[src/rtl/if_id_reg.sv]
// IF/ID pipeline register for the 5-stage MIPS-style core.
// Latches the fetched instruction and its PC+4 for the decode stage.
// A low rst or a taken-branch flush (zero) turns the stage into a bubble:
// PC+4 cleared, instruction replaced by NOP_INSN. Reset wins over flush,
// flush wins over stall, and otherwise we selects load versus hold.
// Both fields always move together, and the outputs come straight from flops.
module if_id_reg #(
    parameter int                 DATA_W   = 32,
    parameter logic [DATA_W-1:0]  NOP_INSN = 32'h00000000
) (
    input  logic              clk,
    input  logic              rst,
    input  logic [DATA_W-1:0] pc_4,
    input  logic [DATA_W-1:0] ins,
    input  logic              we,
    input  logic              zero,
    output logic [DATA_W-1:0] pc_4_out,
    output logic [DATA_W-1:0] ins_out
);

    logic              bubble;
    logic [DATA_W-1:0] pc_4_nxt;
    logic [DATA_W-1:0] ins_nxt;

    // Pick the next stage contents. A flush ignores we, so a stalled
    // instruction on the wrong path is discarded rather than held.
    always_comb begin
        pc_4_nxt = pc_4_out;
        ins_nxt  = ins_out;
        bubble   = zero;
        if (bubble) begin
            pc_4_nxt = '0;
            ins_nxt  = NOP_INSN;
        end else if (we) begin
            pc_4_nxt = pc_4;
            ins_nxt  = ins;
        end
    end

    // Register the stage. The reset is sampled on the clock edge, so a pulse
    // on rst that does not span an edge leaves the contents unchanged.
    always_ff @(posedge clk) begin
        if (!rst) begin
            pc_4_out <= '0;
            ins_out  <= NOP_INSN;
        end else begin
            pc_4_out <= pc_4_nxt;
            ins_out  <= ins_nxt;
        end
    end

endmodule

[config.mk]
export PLATFORM = sky130hd
export DESIGN_NAME = if_id_reg
export DESIGN_NICKNAME = d
export VERILOG_FILES = /design/src/rtl/if_id_reg.sv
export SDC_FILE = /design/constraint.sdc
export NUM_CORES = 1
export LEC_CHECK = 0
export BUFFER_PORTS_ARGS = -buffer_cell sky130_fd_sc_hd__buf_2
export CORE_UTILIZATION = 35
export DETAILED_ROUTE_END_ITERATION = 12
export HOLD_SLACK_MARGIN = 0.08
export PLACE_DENSITY = 0.7
export SYNTH_ARGS = -nofsm -noshare
export SYNTH_HDL_FRONTEND = slang
export SYNTH_SLANG_ARGS = --single-unit
export TNS_END_PERCENT = 1
[constraint.sdc]
create_clock -name clk -period 1.5 [get_ports clk]
set_clock_uncertainty 0.15 [all_clocks]
set_input_delay 0.45 -clock clk [delete_from_list [all_inputs] [get_ports clk]]
set_output_delay 0.45 -clock clk [all_outputs]
set_load 0.005 [all_outputs]
==> results of run 1 <==
[cell usage in the layout (no fill, tap or decap)]
cell	n
buf_2	130
mux2i_1	64
nor2_1	64
dfxtp_1	64
clkbuf_8	11
buf_12	4
clkbuf_1	2
clkinv_2	2
nand2b_2	1
bufinv_16	1
buf_4	1
[synthesized netlist by cell type (all sizes together)]
master  number
dfxtp       64
mux2i       64
nor2        64
buf         13
clkbuf       1
nand2b       1
[worst max path at each step]
| stage | from | cells past startpoint | slack (ns) | endpoint |
|---|---|---|---|---|
| detailed placement | we | 4 | 0.10 | pc_4_out[13] |
| finish | ins_out[22] | 1 | 0.1 | ins_out[22] |
| global placement | we | 4 | 0.15 | pc_4_out[16] |
| CTS | pc_4_out[3] | 1 | 0.08 | pc_4_out[3] |
| global route | ins_out[17] | 1 | 0.05 | ins_out[17] |
| floorplan | we | 4 | 0.26 | ins_out[0] |
[routing by layer]
layer | track usage | share of wire
met4 | 0.06583 | 0.016
met5 | 0 | 0
met3 | 0.07157 | 0.092
met2 | 0.2340 | 0.44
met1 | 0.1631 | 0.46
[registers in the layout (all words and copies together), names as in the netlist]
name      flops
ins_out      32
pc_4_out     32
[tightest hold or removal path: cells and delay by family]
family	cells	cell delay (ns)
buffers and inverters	1	0.07
muxes	1	0.05
and+or+nand+nor	1	0.07
[kinds of logic (layout without fill, tap and decap cells)]
logic type,Yosys count,in the layout,synth area share
flip-flops,64,64,0.5559
AND/OR/NAND/NOR,65,65,0.1070
buffers and inverters,14,151,0.05917
multiplexers,64,64,0.2780
[final cells by class]
type                    count  area (µm²)
clock buffers              13       158.9
clock inverters             3       40.04
fillers                   598        3146
multi-input cells         129       889.6
flip-flops and latches     64        1281
well taps                  77       96.34
repair buffers            135       738.2
[through the flow]
step | utilization | hold WS [ns]
6_report | 0.5046 | 0.2006
5_1_grt | 0.5046 | 0.1771
4_1_cts | 0.5046 | 0.1821
3_5_place_dp | 0.4733 | 0.3275
3_3_place_gp | 0.4733 | 0.3170
2_1_floorplan | - | 0.3350
[power by group through the flow]
stage	Sequential, mW	Clock, mW	Combinational (mW)
CTS	1.78	1.53	0.371
finish	1.78	1.47	0.365
floorplan	1.83	0	0.204
detailed placement	1.82	0	0.371
global route	1.79	1.60	0.403
global placement	1.82	0	0.363
==> metrics.md, run 1 <==
| Metric | Value |
|---|---|
| Status | finished, final reports clean |
| Flop pwr share | 0.492 |
| Hold Path Stages | 3 |
| Worst-Skew Late Latency | 0.33 ns |
| Die ar. | 0.006913 mm² |
| Gpl congestion | 0.6501 |
| P_int | 2.814 mW |
| R2R depth | 2 |
| Global Route Usage Sum | 0.1460 |
| Final ANT Viol Nets | 0 |
| Hold path start | pc_4[6] |
| Die X | 83.15 µm |
| Initial core utilization | 0.3630 |
| Unrepaired setup endpoints after global routing | false |
| CP delay by family, top | flip-flops |
| First-pass GRT wire length | 8059 µm |
| Max Buffers Root-to-Sink | 2 |
| Via-per-instance ratio | 4.444 |
| Post-CTS Setup Inserts | 0 |
| DP HPWL | 3325 µm |
| DRC Markers | 0 |
| Critical path class | reg2out |
| Max_slew headroom | 0.8414 |
| Top post-synthesis cells by area | dfxtp_1, mux2i_1, nor2_1 |
| Arr. time, crit path | 0.80 ns |
| Leak | 1.731 nW |
| CP cell instances | buf_2 |
| WP data required | 0.90 ns |
| Total routed wirelength | 4795 µm |
| R2R Setup Slk | 0.73 ns |
| Switching part of the total power | 0.2228 |
| Synth cell types | 8 |
| CP Max Fanout | 2 |
| Share of cells above drive strength 1 | 0.4360 |
| Core ar. | 0.006350 mm² |
| IO Port Bufs | 131 |
| Area leader, netlist | dfxtp_1 |
| Critical path endpoint category | primary output |
| Yosys top cell area share | 0.5559 |
| Fin. Hold Viols | 0 |
| Crit path time final | 1.403 ns |
| Clk pin slew, worst setup/hold paths | 0.07 ns |
| Area after DPL | 0.003005 mm² |
| Placed cells | 405 |
| Chip height | 83.15 µm |
| Worst flop-to-flop path endpoint | ins_out[22] |
| Seq/Total Area, Yosys | 0.5559 |
| Avg Synthesized Cell Area | 11.13 µm² |
| Wire per inst | 11.39 µm |
| Hold_buf cts | 0 |
| IO Pins | 132 |
| Setup ws final | 0.09672 ns |
| Final Cycle Share | 0.9355 |
| WP buf/inv | 1 |
| Clk pwr share | 0.407 |
| Total power | 3.620 mW |
| CTS HTree Levels | 3 |
| TritonCTS Buffers | 9 |
| WHS Endpoint | pc_4_out[6] |
| # diodes | 0 |
| Via count | 1871 |
| Post-Syn Area | 0.002305 mm² |
| Initial antenna violation count | 0 |
| Core Rows | 29 |
| Total of max-cap violations | 0 |
| Clock sink total | 64 |
| # setup viols final | 0 |
| Slowest CP cell | dfxtp_1 |
| Largest net degree at the start of global routing | 35 |
| Non-Filler Instances | 421 |
| Dpl ws | 0.1010 ns |
| Max incr delay on CP | 0.35 ns |
| Worst IR Drop VDD | 0.5995 mV |
| R2r startpoint | ins_out[22] |
| Combinational share of power | 0.101 |
| P_sw | 0.8065 mW |
| Root Buffer | clkbuf_8 |
| Post-Syn Nets | 275 |
| Vias in the first global route | 1839 |
| Total gr overflow | 0 |
| Pre-antenna DRT Iters | 4 |
| FMAX | 712.6 MHz |
| Worst Setup Start Kind | flip-flop |
| Slew Limit Fails | 0 |
| CTS tree | yes |
| Hold crit path type | in2reg |
| DRT iter0 DRCs | 42 |
| Synthesis-stage register bit count | 64 |
| Nets | 407 |
| Layout area overhead | 39.03% |
| PD cells | 1130 mW/mm² |
| Design Area, Final | 0.003204 mm² |
| # resized after CTS | 0 |
| Setup TNS | 0 ns |
| Worst slew pin tran | 0.2378 ns |
| Cells after Synth | 207 |
| YS warnings | 0 |
Note: power is estimated with default switching activity, not from simulation.
==> run 2, diff against run 1 <==
CORE_UTILIZATION = 43   (was 35)
PLACE_DENSITY = 0.83   (was 0.7)
==> run 2 against run 1 <==
Hold slack better by 0.0084 ns. Combinational power is 3% higher. Register-to-register slack hardly changed. Power is 6.4% lower. Core utilization is 12 points higher. Via count is 0.32% higher. Critical path depth stayed put. Sequential cell count stayed put. Largest power group unchanged.
==> metrics.md, run 2 (synthesis results as in run 1) <==
| Metric | Value |
|---|---|
| Worst slew pin tran | 0.1541 ns (-0.08379 ns) |
| PD cells | 1057 mW/mm² (-6.5%) |
| DRC Markers | 0 (unchanged) |
| Crit. Startpoint | pc_4_out[20] |
| Nets | 413 (+1.5%) |
| Max_slew headroom | 0.8944 (+0.05292) |
| Min Hold Slack | 0.2090 ns (+0.008416 ns) |
| DP HPWL | 3462 µm (+4.1%) |
| CTS HTree Levels | 3 (unchanged) |
| Clk pwr share | 0.363 (-0.044) |
| Core Rows | 26 (-10%) |
| P_int | 2.603 mW (-7.5%) |
| IO Pins | 132 (unchanged) |
| Total gr overflow | 0 (unchanged) |
| Worst IR Drop VDD | 0.6690 mV (+12%) |
| Non-Filler Instances | 420 (-0.24%) |
| Placed cells | 404 (-0.25%) |
| Core ar. | 0.005140 mm² (-19%) |
| CP delay by family, top | flip-flops |
| R2R depth | 2 (unchanged) |
| Die X | 75.21 µm (-9.5%) |
| Final Util | 0.6239 (+0.1193) |
| Critical path class | reg2out |
| Critical path depth | 1 (unchanged) |
| Final ANT Viol Nets | 0 (unchanged) |
| Slowest CP cell | dfxtp_1 |
| # setup viols final | 0 (unchanged) |
| IO Port Bufs | 131 (unchanged) |
| Via count | 1877 (+0.32%) |
| Top flop regs | ins_out (32), pc_4_out (32) |
| Worst flop-to-flop path endpoint | pc_4_out[20] |
| Die ar. | 0.005657 mm² (-18%) |
| Worst-Skew Late Latency | 0.32 ns (about the same) |
| Share of cells above drive strength 1 | 0.4457 (+0.009668) |
| Metal3 WL | 382 µm (-13%) |
| Worst Setup Start Kind | flip-flop |
| R2r startpoint | pc_4_out[20] |
| CP Max Fanout | 2 (unchanged) |
| Final Cycle Share | 0.9226 (-0.01295) |
| First-pass GRT wire length | 6975 µm (-13%) |
| Unrepaired setup endpoints after global routing | false |
| Largest net degree at the start of global routing | 34 (-2.9%) |
| FMAX | 722.6 MHz (+1.4%) |
| CTS tree | yes |
| Max incr delay on CP | 0.34 ns (about the same) |
| Max Buffers Root-to-Sink | 2 (unchanged) |
| Commonest non-fill, non-tap cell in the layout | buf_2 |
| Chip height | 75.21 µm (-9.5%) |
| TritonCTS Buffers | 9 (unchanged) |
| Most frequent cells in the layout | buf_2, mux2i_1, nor2_1, dfxtp_1, clkbuf_8 |
| Clock sink total | 64 (unchanged) |
| Flop pwr share | 0.526 (+0.034) |
| Pre-antenna DRT Iters | 4 (unchanged) |
| Slew Limit Fails | 0 (unchanged) |
| WP data required | 0.90 ns (about the same) |
| WP buf/inv | 1 (unchanged) |
| CP cell instances | buf_2 |
| Critical path endpoint category | primary output |
| Hold crit path type | in2reg |
| Wire per inst | 11.31 µm (-0.72%) |
| Clk pin slew, worst setup/hold paths | 0.07 ns (about the same) |
| # diodes | 0 (unchanged) |
| Via-per-instance ratio | 4.469 (+0.56%) |
| Global Route Usage Sum | 0.1675 (+0.02148) |
| Initial antenna violation count | 0 (unchanged) |
| R2R Setup Slk | 0.72 ns (about the same) |
| Top routing layer used | met4 |
| DRT iter0 DRCs | 43 (+2.4%) |
| Switching part of the total power | 0.2318 (+0.008992) |
| Status | finished, final reports clean |
| Initial core utilization | 0.4484 (+0.08544) |
| Leak | 1.746 nW (+0.89%) |
| Total routed wirelength | 4749 µm (-0.96%) |
| # resized after CTS | 0 (unchanged) |
| Vias in the first global route | 1687 (-8.3%) |
| Post-CTS Setup Inserts | 0 (unchanged) |
| P_sw | 0.7853 mW (-2.6%) |
| Met1 WL | 2073 µm (-5.0%) |
| Crit path time final | 1.384 ns (-0.01942 ns) |
| Metal2 WL | 2213 µm (+5.7%) |
| Gpl congestion | 0.6890 (+6.0%) |
| Total of max-cap violations | 0 (unchanged) |
| Combinational share of power | 0.111 (+0.010) |
| Crit path to | pc_4_out[20] |
| Hold_buf cts | 0 (unchanged) |
| Arr. time, crit path | 0.78 ns (-0.02 ns) |
| Setup TNS | 0 ns (unchanged) |
| Fin. Hold Viols | 0 (unchanged) |
| Root Buffer | clkbuf_8 |
| Layout area overhead | 39.14% (about the same) |
run 2: cell types whose count changed in the layout (fill, tap and decap cells not counted):
cell       before  now
clkinv_2        2    4
buf_4           1    7
clkbuf_8       11   10
bufinv_16       1    0
run 2: routing by layer:
layer  track usage  up-vias
li1              -      956
met5             0        -
met1        0.1832      826
met4        0.1091        0
met2        0.2843       87
met3       0.04819        8
run 2: how the worst min path moves through the flow:
stage | start | endpoint | slack (ns) | cells past startpoint
global placement | ins_out[4] | ins_out[4] | 0.32 | 2
CTS | pc_4[11] | pc_4_out[11] | 0.20 | 3
finish | pc_4[21] | pc_4_out[21] | 0.21 | 3
detailed placement | pc_4_out[11] | pc_4_out[11] | 0.33 | 2
global route | pc_4[11] | pc_4_out[11] | 0.21 | 3
floorplan | ins_out[0] | ins_out[0] | 0.33 | 2
run 2: final cells by class:
type,instances,area (µm²)
Clock buffer,12,145.1
Clock inverter,4,20.02
Fill cell,453,1933
Multi-Input combinational cell,129,889.6
Sequential cell,64,1281
Tap cell,70,87.58
Timing Repair Buffer,141,783.3
run 2: worst reg2reg max path: stages (launching register included):
cell and delay, ns:
dfxtp_1 0.32, mux2i_1 0.15, nor2_1 0.05
run 2: through the flow:
step / total power, mW / setup WS, ns / area [µm²]
finish: 3.388 / 0.1161 / 3207
CTS: 3.434 / 0.1014 / 3207
floorplan: 2.029 / 0.2564 / 2305
detailed placement: 2.201 / 0.08811 / 3042
global placement: 2.189 / 0.1165 / 3042
global route: 3.546 / 0.05542 / 3207
run 2: power by group through the flow:
stage / sequential (mW) / clock (mW) / combinational (mW)
detailed placement: 1.82 / 0 / 0.381
floorplan: 1.83 / 0 / 0.204
global route: 1.79 / 1.34 / 0.418
CTS: 1.78 / 1.27 / 0.381
finish: 1.78 / 1.23 / 0.376
global placement: 1.82 / 0 / 0.372
